[src/rtl/timer_counter.sv]
// Counting engine of the 8-bit APB timer: prescaled up/down counter with load.
// Optional one-shot halt on wrap is enabled by defining TIMER_COUNTER_ONESHOT_EN.
module timer_counter #(
    parameter int WIDTH = 8,
    parameter int PSC_W = 4
) (
    input  logic             PCLK,
    input  logic             PRESETn,
    input  logic             TCR_EN,
    input  logic             TCR_UPDN,
    input  logic             TCR_LOAD,
    input  logic [1:0]       TCR_CKS,
    input  logic [WIDTH-1:0] TDR,
`ifdef TIMER_COUNTER_ONESHOT_EN
    input  logic             TCR_ONESHOT,
`endif
    output logic [WIDTH-1:0] COUNT_OUT,
    output logic             TICK,
    output logic             RUNNING
);

    typedef enum logic [1:0] {
        IDLE = 2'b00,
        RUN  = 2'b01,
        HALT = 2'b10
    } state_t;

    state_t           state, state_next;
    logic [PSC_W-1:0] psc, psc_next, psc_mask;
    logic [WIDTH-1:0] count_next;
    logic             oneshot_wrap;

    // Low CKS+1 prescaler bits all ones gives a tick every 2^(CKS+1) cycles.
    always_comb begin
        psc_mask = '0;
        for (int unsigned i = 0; i < PSC_W; i++) begin
            psc_mask[i] = (i <= {30'b0, TCR_CKS});
        end
    end

    assign TICK    = (state == RUN) && ((psc & psc_mask) == psc_mask);
    assign RUNNING = (state == RUN);

`ifdef TIMER_COUNTER_ONESHOT_EN
    logic wrap;
    assign wrap         = TCR_UPDN ? (COUNT_OUT == '0) : (COUNT_OUT == '1);
    assign oneshot_wrap = TCR_ONESHOT && TICK && wrap && !TCR_LOAD;
`else
    assign oneshot_wrap = 1'b0;
`endif

    always_comb begin
        state_next = state;
        case (state)
            IDLE: if (TCR_EN) state_next = RUN;
            RUN: begin
                if (!TCR_EN)          state_next = IDLE;
                else if (oneshot_wrap) state_next = HALT;
            end
            HALT: begin
                if (!TCR_EN)       state_next = IDLE;
                else if (TCR_LOAD) state_next = RUN;
            end
            default: state_next = IDLE;
        endcase
    end

    always_comb begin
        psc_next   = '0;
        count_next = COUNT_OUT;
        if (!TCR_LOAD && state == RUN && TCR_EN) psc_next = psc + 1'b1;
        // Load wins over a coincident tick: no count step on that edge.
        if (TCR_LOAD)  count_next = TDR;
        else if (TICK) count_next = TCR_UPDN ? COUNT_OUT - 1'b1 : COUNT_OUT + 1'b1;
    end

    always_ff @(posedge PCLK or negedge PRESETn) begin
        if (!PRESETn) begin
            state     <= IDLE;
            psc       <= '0;
            COUNT_OUT <= '0;
        end else begin
            state     <= state_next;
            psc       <= psc_next;
            COUNT_OUT <= count_next;
        end
    end

endmodule

[config.mk]
export PLATFORM = sky130hd
export DESIGN_NAME = timer_counter
export DESIGN_NICKNAME = d
export VERILOG_FILES = /design/src/rtl/timer_counter.sv
export SDC_FILE = /design/constraint.sdc
export NUM_CORES = 1
export LEC_CHECK = 0
export ABC_AREA = 1
export BUFFER_PORTS_ARGS = -buffer_cell sky130_fd_sc_hd__buf_2
export CORE_ASPECT_RATIO = 1.4
export CORE_MARGIN = 4
export CORE_UTILIZATION = 40
export CTS_CLUSTER_SIZE = 24
export DETAILED_ROUTE_END_ITERATION = 10
export GPL_TIMING_DRIVEN = 0
export PLACE_DENSITY_LB_ADDON = 0.3
export SETUP_SLACK_MARGIN = 0.15
export SLEW_MARGIN = 30
export SYNTH_ARGS = -nofsm -noshare
export SYNTH_HDL_FRONTEND = slang
export SYNTH_SLANG_ARGS = --single-unit
[constraint.sdc]
create_clock -name PCLK -period 3.7 [get_ports PCLK]
set_input_delay 0.185 -clock PCLK [delete_from_list [all_inputs] [get_ports PCLK]]
set_output_delay 0.185 -clock PCLK [all_outputs]
set_load 0.005 [all_outputs]
* Yosys cells after proc, flatten, opt, wreduce, memory -nomap -nowiden
Index checks and enable logic that the tools add are counted.
Storage, ports and cells: flip-flop bits (word level) 14, input port bits 15, output and inout bits 10, logic and storage cells 32
Cells by class: $add $sub $neg 3, magnitude comparators 3, eq/ne operators 6, mux-type cells 9, bitwise gates (word level) 1, reduce and logical (&&, ||, !) cells 7
Operators with widths (count):
- $mux W8 | 3
- $add A8 B1 Y8 const B | 1
- $mux W2 | 4
- $sub A8 B1 Y8 const B | 1
- $pmux W2 S3 | 1
- $add A4 B1 Y4 const B | 1
- $and A4 B4 Y4 | 1
- $eq A4 B4 Y1 | 1
- $le A2 B2 Y1 const A | 2
- $mux W4 | 1
- $ne A2 B2 Y1 const B | 2
- $logic_and A1 B1 Y1 | 3
- $ne A3 B3 Y1 const B | 1
- $reduce_and A3 Y1 | 1
- $eq A2 B1 Y1 const B | 1
- $eq A2 B2 Y1 const B | 1
- $le A1 B2 Y1 const A | 1
- $logic_not A2 Y1 | 1
- $reduce_bool A2 Y1 | 1
- $logic_not A1 Y1 | 1

* Logic depth before layout (Yosys ltp)
Gate-level depths: netlist of run 1.
depth in word-level cells 6, mapped depth 10, gate-level depth less buffers 10

* Least setup slack after synthesis of run 1
Ideal clock, no wire load.
kind register -> register, from register COUNT_OUT[0], to register COUNT_OUT[6], setup time 0.116 ns, arrival 1.311 ns, required time 3.584 ns, path slack 2.273 ns, stages on the path, launching flop included 11, path buffers 0, period minus slack after synthesis 1.427 ns, cell sequence dfrtp_1 -> inv_1 -> fa_1 -> inv_1 -> nand2_1 -> nand2_1 -> nand3_1 -> nand2_1 -> nand2_1 -> nand3_1 -> nand2_1
Between the ends: longest elaborated chain between the ends 4, elaborated cells between the ends (all ways) 5, classes of those cells add/sub: 2; mux: 3
Ends and longest elaborated chain:
- start: declaration | RTL line 17 | output logic [WIDTH-1:0] COUNT_OUT,
- start signal: assignment | RTL line 85 | COUNT_OUT <= count_next;
- $add A8 B1 Y8 / $sub A8 B1 Y8 (equally long branches) | RTL line 74 | else if (TICK) count_next = TCR_UPDN ? COUNT_OUT - 1'b1 : COUNT_OUT + 1'b1;
- $mux W8 (*) (2 in a row) | RTL line 74
- $mux W8 (*) | RTL line 73 | if (TCR_LOAD) count_next = TDR;
Every way passes the cells marked *; elsewhere a longest branch is shown, timed or not. The select of a mux whose other input is x is not followed. A chain may end at the register's enable or synchronous reset.

* Final worst setup path of run 1
Same ends and word-level chain as after synthesis.

==> impl_results.md, run 1 <==
- Sequential cell area: ~330 µm²
- DRC violations left: 0
- Post-DRT Antenna Nets: 0
- Worst-path maximum fanout: 4
- Syn Nets: 156
- Nets: 186
- # setup viols final: 0
- CTS tree: done
- Total Routing Usage GR: 14.3%
- Die Y: 66.8 µm
- Vias in the first global route: 872
- Gr ovfl total: 0
- Initial Util: 41.3%
- I/O pin cnt: 25
- CP required: 3.86 ns
- Detailed Routing Iterations Pass 1: 4
- Peak Freq: 636 MHz
- Clock edge transition at the registers on the reported setup and hold paths: 0.07 ns
- RSZ-0062 raised after global routing: no
- Synth unique cells: 22
- Worst-Skew Late Latency: between 0.2 and 0.3 ns
- Footprint of the multi-input gates: 567 µm²
- Pwr per Cell Area: between 300 and 400 mW/mm²
- Final min period: 1.57 ns
- Cell count of the worst hold path: 2
- Final hold vios: 0
- Worst EP arrival: 1.74 ns
- Row count: 21
- Clk root buf: clkbuf_4
- CTS max path bufs: 2
- Critical Path Start Type: register
- Max Slew Vio Count: 0
- Clock sinks: 13
- Slew margin rel.: 80.7%
- R2R Setup Slk: between 2 and 2.5 ns
- Total Neg Setup Slack: 0 ns
- Synth Cell Area: about 1000 µm²
- Outcome: completed
- Global-route wire length before repair: 3750 µm
- Fillers: 275
- Worst setup EP type: register
- Tightest Pin Transition: 0.289 ns
- # diodes: 0
- Synthesized flop and latch total: 13
- H-tree depth: 1
- Sequential cell area fraction in the yosys report: between 30% and 40%
- DP Worst Slack: 2.08 ns
- HPWL Detailed: approximately 1700 µm
- CTS Buf Count: 3
- Antenna violations before repair: 0
- Routed vias: 906
- Post-Syn Instances: between 100 and 150
- R2R cell count: 10
- Crit Path Class: register to register
- Total routed wirelength: 2020 µm
- Hold crit path type: primary input to register
- Vias per Instance: around 4.6
- # port buffers: 24
- Area growth syn-to-layout: 20.1%
- Max-cap violations: 0
- DIE WIDTH: 50.0 µm
- Core area: 0.00239 mm²
- Drt first-iter violations: 15
- Final worst-path setup slack: 2.13 ns
- Share of post-route cells with drive strength above 1: 22.2%
- DR WL/cell: 10.3 µm
- Clock skew: 0.00258 ns
- Leakage power: 0.687 nW
- Largest net degree at the start of global routing: 14
- DIE AREA: 0.00334 mm²
- Syn_area_per_cell: roughly 7.4 µm²
- Ys Warns: 0
- Final period util: 42.5%
- Placer congestion estimate: 0.773
- IR drop worst, VDD: ~140 µV
[per-stage QoR]
stage / utilization, % / hold WS, ns / cells / power, mW / area [µm²]
after floorplan: - / -0.111 / 133 / 0.259 / 988
after global placement: 48.1 / 0.0831 / 191 / 0.298 / 1150
after detailed placement: 48.1 / 0.0868 / 191 / 0.303 / 1150
after CTS: 49.7 / 0.104 / 196 / 0.390 / 1190
after global routing: 49.7 / 0.124 / 196 / 0.420 / 1190
final: 49.7 / 0.112 / 196 / 0.383 / 1190
[cell usage after synthesis]
master | number | area share, %
dfrtp_1 | 13 | 33
nand2_2 | 2 | 1.3
o21ai_1 | 2 | 1.0
buf_4 | 1 | 0.76
ha_1 | 7 | 8.9
a21oi_4 | 1 | 1.6
nand3b_1 | 2 | 1.5
or2_2 | 1 | 0.63
o21ai_0 | 3 | 1.5
nor2_1 | 7 | 2.7
nand2_1 | 44 | 17
nor2_8 | 1 | 2.0
xor2_1 | 2 | 1.8
a21oi_1 | 2 | 1.0
clkbuf_1 | 1 | 0.38
xnor2_1 | 3 | 2.7
fa_1 | 1 | 2.0
or2_1 | 1 | 0.63
bufinv_8 | 1 | 1.8
nand3_1 | 18 | 9.1
inv_1 | 18 | 6.8
nand2_4 | 2 | 2.3
[sequential cells by signal, indices dropped and copies added (netlist names)]
| signal | cells |
|---|---|
| state | 1 |
| COUNT_OUT | 8 |
| psc | 4 |
[cell usage in the layout, fill, tap and decap left out, drive strengths merged, types with 2 or more instances in the layout]
master   n
a21oi    3
buf     25
clkbuf   5
dfrtp   13
ha       7
inv     18
nand2   48
nand3   18
nand3b   2
nor2     8
o21ai    5
or2      2
xnor2    3
xor2     2
[path summary, 6_finish.rpt]
path                               from            to
hold / removal                   TCR_EN      state[0]
min in group asynchronous       PRESETn      state[0]
setup / recovery           COUNT_OUT[0]  COUNT_OUT[6]
setup reg to reg           COUNT_OUT[0]  COUNT_OUT[6]
hold reg to reg                  psc[0]        psc[0]
max in group asynchronous       PRESETn  COUNT_OUT[2]
[what timing repair did]
item,in CTS,in global routing
hold buffers,1,0
hold endpoints to repair,13,0
resized for setup,0,0
setup buffers,0,0
[power by group]
| group | switching (mW) | internal, mW |
|---|---|---|
| sequential | 0.0119 | 0.154 |
| combinational | 0.0732 | 0.0600 |
| clock | 0.0420 | 0.0417 |
[area by class of cell]
type	instances	share of cell area, %
inverter	19	7.17
multi-input combinational	99	47.7
buffer	2	0.948
clock buffer	4	2.21
sequential	13	27.4
timing repair buffer	25	11.0
tap	34	3.58
[routing by layer]
| metal | track usage (%) | vias up | wire length (µm) |
|---|---|---|---|
| li1 | - | 480 | - |
| met1 | 17.0 | 412 | 851 |
| met2 | 25.5 | 14 | 1100 |
| met3 | 2.01 | 0 | 64 |
| met4 | 5.19 | 0 | 0 |
| met5 | 0 | - | 0 |
[worst max-delay path, stage by stage (launching register included)]
cell	delay, ns
dfrtp_1	0.40
inv_1	0.09
fa_1	0.42
inv_1	0.07
nand2_1	0.04
nand2_1	0.10
nand3_1	0.10
nand2_1	0.07
nand2_1	0.05
nand3_1	0.07
nand2_1	0.05
[cells by family (layout without fill, tap and decap cells)]
logic type,Yosys count,count (layout),share of synthesized area (%)
AND/OR/NAND/NOR,78,78,36.8
AO/OA/AOI/OAI,8,8,5.19
flip-flops,13,13,32.9
buffers and inverters,21,50,9.75
adder cells (fa/ha/maj),8,8,10.9
XOR/XNOR,5,5,4.43
Note: power is estimated with default switching activity, not from simulation.
==> run 2, diff against run 1 <==
--- a/config.mk
+++ b/config.mk
@@ -5,7 +5,7 @@
 export SDC_FILE = /design/constraint.sdc
 export NUM_CORES = 1
 export LEC_CHECK = 0
-export ABC_AREA = 1
+export ABC_AREA = 0
 export BUFFER_PORTS_ARGS = -buffer_cell sky130_fd_sc_hd__buf_2
 export CORE_ASPECT_RATIO = 1.4
 export CORE_MARGIN = 4
==> constraint.sdc (replaced) <==
create_clock -name PCLK -period 1.4 [get_ports PCLK]
set_input_delay 0.07 -clock PCLK [delete_from_list [all_inputs] [get_ports PCLK]]
set_output_delay 0.07 -clock PCLK [all_outputs]
set_load 0.005 [all_outputs]
==> run 2 against run 1 <==
The flow now finishes with violations (negative setup slack). Critical path depth fell by 3. Maximum frequency fell by 11%. Largest power group unchanged. Highest routed layer is now met4. Clock skew fell by 0.0015 ns.
==> impl_results.md, run 2 <==
- RSZ-0062 raised after global routing: yes
- Top reg by flops: COUNT_OUT
- Routed vias: 820
- Net Sw Power: 0.327 mW
- Sequential cell area fraction in the yosys report: 37.6%
- Area growth syn-to-layout: 46.3%
- Syn Nets: 117
- Final Power: 1.04 mW
- Slew margin rel.: roughly 64%
- Commonest non-fill, non-tap cell in the layout: buf_2
- Violated checks: negative setup slack
- I/O pin cnt: 25
- Fillers: around 170
- Worst setup EP type: register
- Placer congestion estimate: about 0.75
- Synth top area share: between 30 and 40%
- Fin Hold WS: 0.0133 ns
- Core area: 0.00202 mm²
- CP required: 1.55 ns
- IR drop worst, VDD: 734 µV
- Synth area leaders: dfrtp_1 38%, ha_1 10%, a21oi_1 4.6%
- Syn_area_per_cell: 9.20 µm²
- Layout Utilization: 62.6%
- Commonest cells post-synth: 13 x dfrtp_1, 8 x a21oi_1, 8 x nand2_1
- Clock sinks: 13
- Antenna violations before repair: 0
- Detailed Routing Iterations Pass 1: 3
- Asr flop ratio synth: 100%
- Final period util: 126%
- Fin area: between 0.001 and 0.0015 mm²
- CTS max path bufs: 2
- Post-Syn Instances: 94
- Total Neg Setup Slack: -1.69 ns
- Row count: 19
- Gr ovfl total: 0
- Drt first-iter violations: 23
- Total Routing Usage GR: between 10% and 20%
- Inst Count DP: 139
- # diodes: 0
- Synthesized flop and latch total: 13
- DR WL/cell: 13.4 µm
- Vias in the first global route: 821
- Largest net degree at the start of global routing: 14
- Initial Util: 42.8%
- Critical-path top delay cell: dfrtp_1
- EDFF count, synth: 0
- Tightest Pin Transition: ~0.53 ns
- Placed instance area: 0.00104 mm²
- Crit Path Class: register to register
- Synth unique cells: 28
- DRC violations left: 0
- Max-cap violations: 0
- Pwr per Cell Area: 824 mW/mm²
- Regs by FF count: COUNT_OUT: 8 flops, psc: 4 flops, state: 1 flops
- Largest area contributor in the netlist: dfrtp_1
- Worst path cell trace: ha_4, a21oi_2, nor2b_1, a311o_1, a31oi_2, o21bai_4, nand3_1
- Total routed wirelength: 2080 µm
- Logic pwr share: 36.9%
- Global-route wire length before repair: 3480 µm
- H-tree depth: 1
- Clk root buf: clkbuf_4
- Hold crit path type: primary input to register
- Clock edge transition at the registers on the reported setup and hold paths: 0.08 ns
- Critical Path Max Stage Delay: ~0.43 ns
- CP bufs+invs: 0
- DIE WIDTH: roughly 47 µm
- Post-DRT Antenna Nets: 0
- Nets: 158
- DP Worst Slack: -0.352 ns
- Outcome: finished, violations left
- Final worst-path setup slack: -0.359 ns
- Worst EP arrival: ~1.9 ns
- Top-count cell post-synth: dfrtp_1
- Die Y: around 63 µm
- DIE AREA: around 0.003 mm²
- Layout Cells excl Fill: 155
- Synth Cell Area: 865 µm²
- Prevailing post-synth register cell: dfrtp_1
- Final hold vios: 0
- Share of post-route cells with drive strength above 1: 44.8%
- Max FFs per register: 8
- Clock share of power: 21.8%
- Crit path max-delay family: compound AO/OA/AOI/OAI gates
- Vias per Instance: 5.29
- Ys Warns: 0
- Leakage power: 0.596 nW
- Worst-path maximum fanout: 3
- Most frequent cells in the layout: 23 x buf_2, 13 x dfrtp_1, 8 x nand2_1, 8 x o21ai_1, 7 x buf_4
- CTS tree: done
- Max Slew Vio Count: 0
- Critical Path Start Type: register
- Clock skew: between 0.001 and 0.0015 ns
- HPWL Detailed: 1510 µm
- # port buffers: 24
- CTS Buf Count: 3
- Power share of the sequential group: 41.3%
- # setup viols final: 9
- Switching share of power: 31.3%
- Final min period: between 1.5 and 2 ns
- Internal power: 0.716 mW
- Worst-Skew Late Latency: 0.27 ns
- Peak Freq: 568 MHz
==> run 2: changes by cell type after synthesis, moves of 4 or more <==
cell	before	now
inv_1	18	7
nand2_1	44	8
nand3_1	18	2
o21ai_0	3	7
a21oi_1	2	8
==> run 2: kinds of logic after synthesis <==
group | synth area share (%)
multiplexers | 3.62
flip-flops | 37.6
AND/OR/NAND/NOR | 16.2
adder cells (fa/ha/maj) | 12.4
buffers and inverters | 5.64
XOR/XNOR | 8.10
AO/OA/AOI/OAI | 16.4
==> run 2: power groups by stage <==
stage          Combinational (mW)  Sequential [mW]  Clock (mW)
2_1_floorplan               0.188            0.437           0
3_3_place_gp                0.277            0.435           0
3_5_place_dp                0.286            0.437           0
4_1_cts                     0.320            0.429       0.236
5_1_grt                     0.426            0.434       0.264
6_report                    0.385            0.430       0.228
==> run 2: tightest hold or removal path: cells and delay by family <==
| kind | cells | cell delay [ns] |
|---|---|---|
| buf+inv | 1 | 0.07 |
| compound gates | 1 | 0.06 |
| simple gates | 1 | 0.04 |
==> run 2: final timing paths <==
path                            slack, ns    startpoint  cells past startpoint            to
worst max-delay path                -0.36  COUNT_OUT[1]                      7  COUNT_OUT[7]
worst min-delay path                 0.01        TDR[2]                      3  COUNT_OUT[2]
worst max register to register      -0.36  COUNT_OUT[1]                      7  COUNT_OUT[7]
worst min register to register       0.51        psc[0]                      1        psc[0]
max in group asynchronous            0.97       PRESETn                      2  COUNT_OUT[2]
min in group asynchronous            0.20       PRESETn                      2        psc[1]
==> run 2: layer usage <==
layer  global-route usage, %  share of wire (%)  routed length [µm]  up-vias
li1                        -                  -                   -      406
met1                    19.2                 40                 836      393
met2                    25.8                 54                1130       17
met3                    2.88                4.3                  89        4
met4                    4.15                1.4                  29        0
met5                       0                  0                   0        -
==> run 2: what timing repair did <==
action                                  in CTS  in global routing
cloned                                       1                  0
hold buffers                                 2                  0
endpoints found under the setup margin       9                  9
resized for setup                           11                 12
setup buffers                                3                  6
pin swaps                                    4                  5
hold endpoints to repair                    14                  0
==> run 2: layout make-up <==
type / count / area (µm²) / share of cell area, %
Tap cell: 21 / 26.3 / 2.08
Multi-Input combinational cell: 70 / 602 / 47.6
Timing Repair Buffer: 36 / 233 / 18.4
Sequential cell: 13 / 325 / 25.7
Inverter: 7 / 28.8 / 2.27
Clock inverter: 1 / 5.00 / 0.396
Buffer: 4 / 22.5 / 1.78
Clock buffer: 3 / 22.5 / 1.78
==> run 3, diff against run 2 <==
--- a/config.mk
+++ b/config.mk
@@ -7,9 +7,11 @@
 export LEC_CHECK = 0
 export ABC_AREA = 0
 export BUFFER_PORTS_ARGS = -buffer_cell sky130_fd_sc_hd__buf_2
+export CELL_PAD_IN_SITES_DETAIL_PLACEMENT = 0
+export CELL_PAD_IN_SITES_GLOBAL_PLACEMENT = 1
 export CORE_ASPECT_RATIO = 1.4
 export CORE_MARGIN = 4
-export CORE_UTILIZATION = 40
+export CORE_UTILIZATION = 33
 export CTS_CLUSTER_SIZE = 24
 export DETAILED_ROUTE_END_ITERATION = 10
 export GPL_TIMING_DRIVEN = 0
==> run 3 against run 2 <==
The run still ends with negative setup slack left. First-iteration DRC count decreased by 65%. Sequential share of layout area increased by 0.33 points. Clock skew about the same. Wire length decreased by 1.5%. Global-route usage decreased by 3.0 points. Maximum frequency increased by 2.7%. Core utilization decreased by 11 points. Die area increased by 18%.
==> impl_results.md, run 3 (same netlist as run 2, synthesis figures left out) <==
- Outcome: finished, violations left
- Violated checks: negative setup slack
- Worst setup EP type: register
- Critical Path Start Type: register
- IR drop worst, VDD: 545 µV
- CP bufs+invs: 0
- H-tree depth: 1
- CTS max path bufs: 2
- Hold crit path type: primary input to register
- Final worst-path setup slack: -0.313 ns
- Core area: 0.00244 mm²
- Leakage power: 0.597 nW
- Total Routing Usage GR: 12.4%
- # setup viols final: 7
- Commonest non-fill, non-tap cell in the layout: buf_2
- Area growth syn-to-layout: 44.4%
- Total Neg Setup Slack: -1.31 ns
- Vias per Instance: 4.63
- Most frequent cells in the layout: 23 x buf_2, 13 x dfrtp_1, 9 x o21ai_1, 8 x nand2_1, 7 x buf_4
- Total routed wirelength: just over 2000 µm
- Peak Freq: 584 MHz
- Nets: 159
- Vias in the first global route: 797
- Clock edge transition at the registers on the reported setup and hold paths: 0.08 ns
- HPWL Detailed: between 1000 and 1500 µm
- # diodes: 0
- Tightest Pin Transition: 0.401 ns
- Worst-path maximum fanout: 3
- Final hold vios: 0
- Slew margin rel.: 73.3%
- Worst EP arrival: 1.87 ns
- Detailed Routing Iterations Pass 1: 2
- Post-DRT Antenna Nets: 0
- Pwr per Cell Area: 807 mW/mm²
- Clk root buf: clkbuf_4
- Die Y: 68.6 µm
- DIE WIDTH: 51.3 µm
- Global-route wire length before repair: 3280 µm
- CP required: around 1.6 ns
- Top reg by flops: COUNT_OUT
- Final min period: 1.71 ns
- Antenna violations before repair: 0
- Critical-path top delay cell: dfrtp_1
- Crit Path Class: register to register
- Worst-Skew Late Latency: around 0.27 ns
- Regs by FF count: COUNT_OUT: 8 flops, psc: 4 flops, state: 1 flops
- DRC violations left: 0
- Gr ovfl total: 0
- Final period util: 122%
- Routed vias: 783
- I/O pin cnt: 25
- DR WL/cell: ~12 µm
- # port buffers: 24
- Drt first-iter violations: 8
- Critical Path Max Stage Delay: 0.41 ns
- RSZ-0062 raised after global routing: yes
- Max-cap violations: 0
- Row count: 21
- Worst path cell trace: ha_1, nor2b_1, a311o_1, a31oi_2, o21bai_1, nand3_1
- Placer congestion estimate: roughly 0.7
- Clock sinks: 13
- Largest net degree at the start of global routing: 14
- Initial Util: 35.4%
- CTS tree: done
- Fillers: 262
- Share of post-route cells with drive strength above 1: 41.5%
- DIE AREA: 0.00351 mm²
- Crit path max-delay family: compound AO/OA/AOI/OAI gates
- Clock skew: around 0.0013 ns
- CTS Buf Count: 3
- Max FFs per register: 8
- Max Slew Vio Count: 0
- Layout Utilization: 51.1%
[run 3: per-stage QoR]
step                setup slack, ns  cell area, µm²  hold WS, ns  power [mW]  instances
floorplan                    -0.197             896       -0.226       0.624         94
global placement             -0.340            1060      -0.0243       0.714        152
detailed placement           -0.360            1060      -0.0277       0.719        152
CTS                          -0.355            1180      0.00469       0.992        164
global route                 -0.425            1250       0.0159        1.08        169
finish                       -0.313            1250      0.00859        1.01        169
[run 3: area by class of cell]
| type | instances | area [µm²] | area share, % |
|---|---|---|---|
| Buffer | 4 | 22.5 | 1.80 |
| Clock buffer | 4 | 26.3 | 2.10 |
| Inverter | 7 | 26.3 | 2.10 |
| Multi-Input combinational cell | 70 | 563 | 45.1 |
| Sequential cell | 13 | 325 | 26.1 |
| Tap cell | 34 | 42.5 | 3.41 |
| Timing Repair Buffer | 37 | 243 | 19.4 |
[run 3: what timing repair did]
action / 4_1_cts / 5_1_grt
hold buffers: 3 / 0
resized for setup: 12 / 8
cloned: 1 / 0
endpoints found under the hold margin: 15 / 0
buffers inserted: 4 / 5
pin swaps: 5 / 2
setup endpoints to repair: 9 / 9
[run 3: path summary, 6_finish.rpt]
check                             startpoint      endpoint  slack, ns  depth (start not counted)
max in group asynchronous            PRESETn  COUNT_OUT[3]       0.97                          2
min in group asynchronous            PRESETn  COUNT_OUT[7]       0.20                          2
worst max-delay path            COUNT_OUT[2]  COUNT_OUT[7]      -0.31                          6
worst min register to register        psc[0]        psc[0]       0.52                          1
worst max register to register  COUNT_OUT[2]  COUNT_OUT[7]      -0.31                          6
worst min-delay path                  TDR[0]  COUNT_OUT[0]      0.009                          3
[run 3: metal layers]
layer | vias up | share of wire (%) | track usage, %
met5 | - | 0 | 0
met4 | 0 | 1.1 | 4.92
met3 | 4 | 5.0 | 2.15
met2 | 17 | 50 | 22.6
met1 | 353 | 43 | 14.4
li1 | 409 | - | -
[run 3: power by group]
group	leakage, nW	total [mW]	switching, mW	internal [mW]
Sequential	0.163	0.427	0.0250	0.402
Clock	0.0150	0.232	0.121	0.110
Combinational	0.419	0.349	0.162	0.187
[run 3: worst register-to-register path, stage by stage (launching register included)]
cell	delay [ns]
dfrtp_1	0.41
ha_1	0.33
nor2b_1	0.16
a311o_1	0.31
a31oi_2	0.18
o21bai_1	0.14
nand3_1	0.08
